--- src/rtl/pa_pkg.sv ---
// Shared types for the PA memory arbiter: requester/tag encoding, FSM states
// and the default burst length.
package pa_pkg;

  typedef enum logic [1:0] {
    WT = 2'd0,
    DT = 2'd1,
    RS = 2'd2
  } owner_e;

  typedef enum logic {
    IDLE  = 1'b0,
    BURST = 1'b1
  } state_e;

  localparam int BURST_LEN_DEF = 16;

  // Round-robin successor over the three requesters.
  function automatic owner_e next_owner(input owner_e o);
    return (o == RS) ? WT : owner_e'(o + 2'd1);
  endfunction

endpackage

--- src/rtl/pa_tag_fifo.sv ---
// Synchronous FIFO of 1-bit return tags (0 = weight, 1 = data) with a
// combinational head so a read return can be routed in the same cycle.
module pa_tag_fifo #(
  parameter int DEPTH = 4
) (
  input  logic clk,
  input  logic rst,
  input  logic push_i,
  input  logic tag_i,
  input  logic pop_i,
  output logic head_o,
  output logic full_o,
  output logic empty_o
);

  localparam int PW = $clog2(DEPTH);

  logic [PW:0] wr_ptr_q;
  logic [PW:0] rd_ptr_q;
  logic        tags_q [DEPTH];
  logic        do_push;
  logic        do_pop;

  // Extra pointer MSB distinguishes full from empty when the indices match.
  assign full_o  = (wr_ptr_q[PW] != rd_ptr_q[PW]) &&
                   (wr_ptr_q[PW-1:0] == rd_ptr_q[PW-1:0]);
  assign empty_o = (wr_ptr_q == rd_ptr_q);
  assign head_o  = tags_q[rd_ptr_q[PW-1:0]];
  assign do_push = push_i & ~full_o;
  assign do_pop  = pop_i & ~empty_o;

  always_ff @(posedge clk) begin
    if (rst) begin
      wr_ptr_q <= '0;
      rd_ptr_q <= '0;
    end else begin
      if (do_push) wr_ptr_q <= wr_ptr_q + 1'b1;
      if (do_pop)  rd_ptr_q <= rd_ptr_q + 1'b1;
    end
  end

  always_ff @(posedge clk) begin
    if (do_push) tags_q[wr_ptr_q[PW-1:0]] <= tag_i;
  end

endmodule

--- src/rtl/pa_mem_arbiter.sv ---
// Burst-locked round-robin arbiter sharing one memory port between weight
// reads, data reads and result writes. PA_ARB_RS_PRIO_EN gives RS absolute priority in IDLE.
module pa_mem_arbiter
  import pa_pkg::*;
#(
  parameter int ADDR_W    = 32,
  parameter int DATA_W    = 32,
  parameter int BURST_LEN = BURST_LEN_DEF,
  parameter int MAX_OUTST = 4
) (
  input  logic              clk,
  input  logic              rst,
  input  logic              wt_req,
  input  logic [ADDR_W-1:0] wt_addr,
  output logic              wt_gnt,
  output logic              wt_rvalid,
  output logic [DATA_W-1:0] wt_rdata,
  input  logic              dt_req,
  input  logic [ADDR_W-1:0] dt_addr,
  output logic              dt_gnt,
  output logic              dt_rvalid,
  output logic [DATA_W-1:0] dt_rdata,
  input  logic              rs_req,
  input  logic [ADDR_W-1:0] rs_addr,
  input  logic [DATA_W-1:0] rs_wdata,
  output logic              rs_gnt,
  output logic              mem_req,
  output logic              mem_we,
  output logic [ADDR_W-1:0] mem_addr,
  output logic [DATA_W-1:0] mem_wdata,
  input  logic              mem_gnt,
  input  logic              mem_rvalid,
  input  logic [DATA_W-1:0] mem_rdata,
  output logic              err
);

  localparam int CW = $clog2(BURST_LEN) + 1;
  localparam logic [CW-1:0] LAST_BEAT = CW'(BURST_LEN - 1);

  state_e        state_q;
  owner_e        owner_q;
  owner_e        rr_q;
  logic [CW-1:0] beat_cnt_q;
  logic          err_q;
  logic          err_d;

  logic          fifo_full, fifo_empty, fifo_head;
  logic [2:0]    elig;
  owner_e        o0, o1, o2, pick_owner;
  logic          pick_valid;
  logic          owner_req;
  logic [ADDR_W-1:0] owner_addr;
  logic          in_burst, beat, burst_end;

  // Reads may only start a burst while a tag slot is free.
  assign elig = {rs_req, dt_req & ~fifo_full, wt_req & ~fifo_full};

  always_comb begin
    o0         = rr_q;
    o1         = next_owner(o0);
    o2         = next_owner(o1);
    pick_valid = |elig;
    pick_owner = o0;
    if (elig[o2]) pick_owner = o2;
    if (elig[o1]) pick_owner = o1;
    if (elig[o0]) pick_owner = o0;
`ifdef PA_ARB_RS_PRIO_EN
    if (rs_req) pick_owner = RS;
`else
`endif
  end

  always_comb begin
    owner_req  = 1'b0;
    owner_addr = '0;
    case (owner_q)
      WT:      begin owner_req = wt_req; owner_addr = wt_addr; end
      DT:      begin owner_req = dt_req; owner_addr = dt_addr; end
      RS:      begin owner_req = rs_req; owner_addr = rs_addr; end
      default: begin owner_req = 1'b0;   owner_addr = '0;      end
    endcase
  end

  assign in_burst  = (state_q == BURST);
  assign mem_req   = in_burst & owner_req & ((owner_q == RS) | ~fifo_full);
  assign beat      = mem_req & mem_gnt;
  assign burst_end = (beat && beat_cnt_q == LAST_BEAT) || !owner_req;

  assign mem_we    = in_burst & (owner_q == RS);
  assign mem_addr  = in_burst ? owner_addr : '0;
  assign mem_wdata = mem_we ? rs_wdata : '0;
  assign wt_gnt    = beat & (owner_q == WT);
  assign dt_gnt    = beat & (owner_q == DT);
  assign rs_gnt    = beat & (owner_q == RS);

  // Returns are steered by the oldest outstanding tag; data goes to both streams.
  assign wt_rvalid = mem_rvalid & ~fifo_empty & ~fifo_head & ~rst;
  assign dt_rvalid = mem_rvalid & ~fifo_empty &  fifo_head & ~rst;
  assign wt_rdata  = mem_rdata;
  assign dt_rdata  = mem_rdata;
  assign err_d     = err_q | (mem_rvalid & fifo_empty);
  assign err       = err_q;

  pa_tag_fifo #(
    .DEPTH (MAX_OUTST)
  ) u_tag_fifo (
    .clk     (clk),
    .rst     (rst),
    .push_i  (beat & (owner_q != RS)),
    .tag_i   (owner_q == DT),
    .pop_i   (mem_rvalid),
    .head_o  (fifo_head),
    .full_o  (fifo_full),
    .empty_o (fifo_empty)
  );

  always_ff @(posedge clk) begin
    if (rst) begin
      state_q    <= IDLE;
      owner_q    <= WT;
      rr_q       <= WT;
      beat_cnt_q <= '0;
      err_q      <= 1'b0;
    end else begin
      err_q <= err_d;
      case (state_q)
        IDLE: begin
          if (pick_valid) begin
            state_q    <= BURST;
            owner_q    <= pick_owner;
            beat_cnt_q <= '0;
          end
        end
        BURST: begin
          if (beat) beat_cnt_q <= beat_cnt_q + 1'b1;
          if (burst_end) begin
            state_q <= IDLE;
            rr_q    <= next_owner(owner_q);
          end
        end
        default: state_q <= IDLE;
      endcase
    end
  end

endmodule

--- config.mk ---
export PLATFORM = sky130hd
export DESIGN_NAME = pa_mem_arbiter
export DESIGN_NICKNAME = d
export VERILOG_FILES = /design/src/rtl/pa_pkg.sv /design/src/rtl/pa_tag_fifo.sv /design/src/rtl/pa_mem_arbiter.sv
export SDC_FILE = /design/constraint.sdc
export NUM_CORES = 1
export LEC_CHECK = 0
export CAP_MARGIN = 20
export CORE_ASPECT_RATIO = 0.6
export CORE_MARGIN = 5
export CORE_UTILIZATION = 29
export CTS_BUF_LIST = sky130_fd_sc_hd__clkbuf_4 sky130_fd_sc_hd__clkbuf_8 sky130_fd_sc_hd__clkbuf_16
export DETAILED_ROUTE_END_ITERATION = 16
export PLACE_DENSITY = 0.82
export SYNTH_ARGS = -nofsm -noshare
export SYNTH_HDL_FRONTEND = slang
export SYNTH_SLANG_ARGS = --single-unit
export TNS_END_PERCENT = 20
--- constraint.sdc ---
create_clock -name clk -period 2.5 [get_ports clk]
set_input_delay 0.75 -clock clk [delete_from_list [all_inputs] [get_ports clk]]
set_output_delay 0.75 -clock clk [all_outputs]
set_load 0.02 [all_outputs]
==> results of run 1 <==
==> how the worst min path moves through the flow <==
| stage | end | slack [ps] | start | cells after the start |
|---|---|---|---|---|
| detailed placement | err | 480 | err | 2 |
| CTS | err | 500 | err | 2 |
| finish | o0[0] | 500 | o0[0] | 2 |
| floorplan | beat_cnt_q[3] | 450 | beat_cnt_q[3] | 2 |
| global route | beat_cnt_q[3] | 520 | beat_cnt_q[3] | 2 |
| global placement | beat_cnt_q[3] | 470 | beat_cnt_q[3] | 2 |
==> cell usage after synthesis (2+ instances only) <==
library cell  instances  share of area (%)
nor2_1               75                 10
buf_4                64                 17
a21oi_1              40                7.1
and3_1               37                8.2
mux2i_1              36                 13
clkbuf_1             20                2.7
dfxtp_1              19                 13
inv_1                 8                1.1
o21ai_0               8                1.4
ha_1                  7                3.1
nand2b_1              6                1.3
nand3_1               6                1.1
buf_2                 4               0.71
edfxtp_1              4                4.2
nor2b_1               4               0.89
o311ai_0              4                1.2
nor3_1                3               0.53
o31ai_1               3               0.80
or2_2                 3               0.66
or4_1                 3               0.80
xnor2_1               3               0.93
xor2_1                3               0.93
a311oi_1              2               0.62
nand2_1               2               0.27
xor2_2                2                1.2
==> per-stage QoR <==
stage                     TNS, ps  hold WS [ps]  util, %  total power [uW]  worst slack [ps]
final                        -110           499     51.7              1570              -110
after global routing         -624           523     51.7              1650              -203
after CTS                   -1000           501     50.7              1550              -222
after detailed placement   -22800           476     51.7              1240              -836
after global placement     -21900           468     51.7              1220              -846
after floorplan                 0           448        -               920              18.6
==> layout make-up <==
type,count,share of cell area (%)
Clock inverter,1,0.104
Clock buffer,3,1.56
Timing Repair Buffer,248,47.4
Inverter,8,0.623
Sequential cell,23,10.5
Tap cell,130,3.38
Multi-Input combinational cell,268,36.4
==> cell families after synthesis <==
kind of cell               count (synthesis)  synth area share [%]
and+or+nand+nor                          143                  24.7
buffers and inverters                     97                  21.6
AOI/OAI and AO/OA                         72                  16.0
muxes                                     38                  13.9
DFF                                       23                  17.7
xor gates and xnor gates                   8                  3.01
adders and majority gates                  7                  3.10
==> flip-flops by register name (all words and copies together), names as in the netlist, named ones only <==
name	flops
u_tag_fifo.tags_q	4
err	1
beat_cnt_q	5
owner_q	2
o0	2
in_burst	1
u_tag_fifo.wr_ptr_q	3
u_tag_fifo.rd_ptr_q	3
==> worst max-delay path, cell delays in order, from the launching register on <==
cell and delay (ps):
dfxtp_2 380, buf_8 250, nand2b_1 140, buf_4 160, nor2_1 70, clkdlybuf4s50_1 600
==> layer usage <==
layer | share of wire (%) | track usage [%] | vias to the layer above
met5 | 0 | 0 | -
met4 | 2.1 | 4.53 | 0
met3 | 14 | 8.18 | 19
met2 | 48 | 34.6 | 271
met1 | 36 | 21.1 | 1578
li1 | - | - | 1607
==> power breakdown <==
part	internal, uW	switching (uW)
Clock	215	135
Combinational	426	379
Sequential	393	18.5
Total	1030	532
==> repair_timing <==
action | in CTS | in global routing
pin swaps | 10 | 7
setup endpoints to repair | 71 | 43
endpoints found under the hold margin | 0 | 0
hold buffers | 0 | 0
buffers inserted | 1 | 0
cloned | 0 | 1
gates resized for setup | 207 | 45
==> results.md, run 1 <==
- Status: finished, violations left
- Failing checks: negative setup slack
- Worst hold path class: register to register
- First-pass GRT wire length: 18,200 microns
- GRT overflow: 0
- Max frequency: around 0.38 GHz
- Reg clk slew, reported paths: about 60 ps
- Num CTS Buffers: 3
- TritonCTS clock tree: built
- CP Class: register to primary output
- Placed Cells: just under 700
- Leakage: ~0.0024 uW
- GPL Wtd Cong: 0.917
- # setup viols final: 1
- Max Cap Violations: 0
- FF-to-FF Start: u_tag_fifo.wr_ptr_q[0]
- H-tree levels: 1
- Slew @ Worst Pin: 554 ps
- Dpl cell area: 0.00482 sq mm
- Startpoint Class: register
- Critical-path maximum fanout: 36
- Most frequent cells in the layout: 119 x clkdlybuf4s50_1, 74 x nor2_1, 59 x buf_4, 39 x a21oi_1, 37 x and3_1
- Final net count: 726
- Unique masters post-synth: 47
- Synth Instances: 388
- CP endpoint: mem_we
- Final Cycle Share: 104%
- Post-Route WL: 13,000 microns
- Peak supply drop: 0.260 mV
- Worst R2R Setup Slack: 650 ps
- Layout cells sized above 1: 19.6%
- Post-DP HPWL: about 11,000 microns
- Mapped Area: 0.00283 sq mm
- Die width: roughly 140 microns
- Overall global routing resource usage: 19.3%
- Pwr dens: 325 mW/mm^2
- WP data arrival: approximately 1900 ps
- R2r worst-path depth: 5
- Die area: 0.0119 sq mm
- FP Rows: 27
- DRT antenna net count: 0
- Pin count of the biggest net entering global routing: 42
- FF+latch area: approximately 500 sq um
- Vias: 3,475
- Final Critical Period: about 2600 ps
- Routed len/inst: 19.1 microns
- Maximum clock insertion buffer count: 2
- Vias in the first global route: about 3,400
- Synth Register Bits: 23
- Commonest non-fill, non-tap cell in the layout: clkdlybuf4s50_1
- Later-pin clock latency in the skew report: 260 ps
- Top FF cell, synth: dfxtp_1
- Antenna Diode Count: 0
- Post-synth EDFFs: 4
- Synth Warn #: 0
- Fin area: 0.00482 sq mm
- Final Hold Vio Count: 0
- Final Non-Filler Cells: between 600 and 700
- Worst Setup SP: owner_q[1]
- Max Slew Vio Count: 0
- Req. time, crit path: between 1500 and 2000 ps
- Worst Setup End Kind: primary output
- Layout Skew: 3.64 ps
- Quantity of I/O buffers inserted on ports: 206
- # fillers: 887
- Worst r2r dst: u_tag_fifo.wr_ptr_q[2]
- # DRC: 0
- Setup ws final: -110 ps
- Mean Syn Cell Area: 7.28 sq um
- Max_slew headroom: 62.8%
- CTS root buf: clkbuf_16
- I/O pin total: 303
- Sequential area share after synthesis: between 10% and 20%
- Syn nets: 562
- Die height: 86.5 microns
- Unrepaired setup endpoints after global routing: yes
- CTS sink count: 23
- Core ar.: about 0.0093 sq mm
- First-pass DRT Iterations: 4
- Area Overhead vs Synth: 70.4%
- Area of the multi-input gates: roughly 0.0018 sq mm
- Via density: 5.10
- Initial Utilization: between 30% and 40%
- Post-synth ARST share: 0%
- Initial antenna violation count: 0
- Initial DRC Count: ~200
Power figures use the tool's default switching activity.
==> run 2: changes to the inputs <==
- CORE_AREA: unset -> 2 2 118 120
- CORE_ASPECT_RATIO: 0.6 -> unset
- CORE_MARGIN: 5 -> unset
- CORE_UTILIZATION: 29 -> unset
- DIE_AREA: unset -> 0 0 120 122
- PLACE_DENSITY: 0.82 -> unset
==> run 2 against run 1 <==
The run still ends with negative setup slack left. Sequential power about the same. Setup slack better by 97 ps. Count of clock-buffer cells in the layout unchanged. Critical path type is now input pin to primary output. Largest power group unchanged.
==> results.md, run 2 (synthesis gave the netlist of run 1 again) <==
- Status: finished, violations left
- Failing checks: negative setup slack
- Buf/Inv on CP: 2
- Worst hold path class: register to register
- I/O pin total: approximately 300
- Core ar.: 0.0135 sq mm
- Crit-path leading delay family: simple AND/OR/NAND/NOR gates
- CP Class: input pin to primary output
- Post-Route WL: 12,000 microns
- Worst Setup End Kind: primary output
- FF+latch area: ~510 sq um
- Vias in the first global route: 3,294
- Die width: ~120 microns
- Commonest non-fill, non-tap cell in the layout: clkdlybuf4s50_1
- GRT overflow: 0
- Layout cells sized above 1: 23.4%
- WP data arrival: 1760 ps
- Most frequent cells in the layout: 120 x clkdlybuf4s50_1, 73 x nor2_1, 58 x buf_4, 39 x a21oi_1
- Final Hold Vio Count: 0
- Reg clk slew, reported paths: 60 ps
- First-pass DRT Iterations: 4
- Final Critical Period: approximately 2500 ps
- Final net count: ~740
- Initial DRC Count: 98
- FP Rows: 43
- Vias: roughly 3,400
- Routed len/inst: around 16 microns
- Die height: between 100 and 150 microns
- # hold bufs at CTS: 0
- Final Util: 37.2%
- Most flops, register: beat_cnt_q
- Max Cap Violations: 0
- # fillers: around 1,400
- First-pass GRT wire length: 16,900 microns
- Leakage: 0.00256 uW
- Later-pin clock latency in the skew report: 260 ps
- Area Overhead vs Synth: 77.7%
- Worst Hold Slack: approximately 490 ps
- Max reg flops: 5
- Quantity of I/O buffers inserted on ports: 206
- Via density: between 4 and 5
- Pin count of the biggest net entering global routing: 35
- Maximum clock insertion buffer count: 2
- Final Cycle Share: 101%
- Max_slew headroom: 54.4%
- Worst path max stage delay: 290 ps
- Overall power: 1590 uW
- Overall global routing resource usage: 14.6%
- Num CTS Buffers: 3
- Slew @ Worst Pin: 680 ps
- CTS sink count: 23
- H-tree levels: 1
- Startpoint Class: input pin
- Max frequency: 0.398 GHz
- Pwr dens: 317 mW/mm^2
- TritonCTS clock tree: built
- Critical-path maximum fanout: 2
- Crit-path slowest cell: or2_4
- Die area: 0.0146 sq mm
- Crit-path cells: dlygate4sd2_1, and2_4, o41ai_2, or2_4, nor3_4, buf_6
- Area of the multi-input gates: around 0.0018 sq mm
- Unrepaired setup endpoints after global routing: yes
- # DRC: 0
- Initial antenna violation count: 0
- Req. time, crit path: 1750 ps
- Antenna Diode Count: 0
- GPL Wtd Cong: 0.826
- Setup ws final: -13.6 ps
- # setup viols final: 2
- Peak supply drop: 0.275 mV
- CTS root buf: clkbuf_16
- Max Slew Vio Count: 0
- Post-DP HPWL: about 9500 microns
- DRT antenna net count: 0
- Layout Skew: 5.76 ps
- Initial Utilization: 20.9%
-- run 2: worst register-to-register path: stages, from the launching register on --
cell and delay [ps]:
dfxtp_4 390, mux2i_2 170, buf_4 130, buf_4 120, buf_4 120, buf_4 120, buf_4 120, buf_4 120
buf_4 140, a311oi_4 240, and3_4 250, mux2_1 310
-- run 2: layout make-up --
type,instances,share of cell area (%)
Inverter,8,0.598
Timing Repair Buffer,261,47.5
Tap cell,180,4.48
Clock inverter,1,0.0997
Sequential cell,23,10.1
Clock buffer,3,1.49
Multi-Input combinational cell,268,35.7
-- run 2: path summary, 6_finish.rpt --
path	from	end	slack, ps	depth (start not counted)
max	mem_gnt	wt_gnt	-10	6
min	err	err	490	2
min reg2reg	err	err	490	2
max reg2reg	owner_q[0]	u_tag_fifo.wr_ptr_q[2]	170	11
-- run 2: timing repair --
action / CTS / global route
gates resized for setup: 129 / 124
gates cloned: 1 / 0
pin swaps: 7 / 4
setup buffers: 6 / 1
endpoints found under the setup margin: 71 / 66
-- run 2: metal layers --
layer  track usage [%]  share of wire [%]  up-vias
met5                 0                  0        -
met4              4.19                2.2        0
met3              3.75                8.4       27
met2              26.1                 51      147
met1              17.1                 39     1574
li1                  -                  -     1634
-- run 2: where the power goes --
group | internal [uW] | switching [uW] | total, uW | leakage [uW]
logic | 450 | 385 | 836 | 0.00232
registers | 393 | 16.7 | 410 | 0.000193
clock network | 215 | 132 | 347 | 0.0000409
-- run 2: through the flow --
step | cell area, sq um | worst slack (ps) | instances | TNS (ps)
detailed placement | 4950 | -862 | 732 | -23290
floorplan | 2830 | 18.6 | 388 | 0
finish | 5020 | -13.6 | 744 | -27.0
global placement | 4950 | -843 | 732 | -22600
CTS | 5040 | -200 | 743 | -6240
global route | 5020 | -104 | 744 | -531
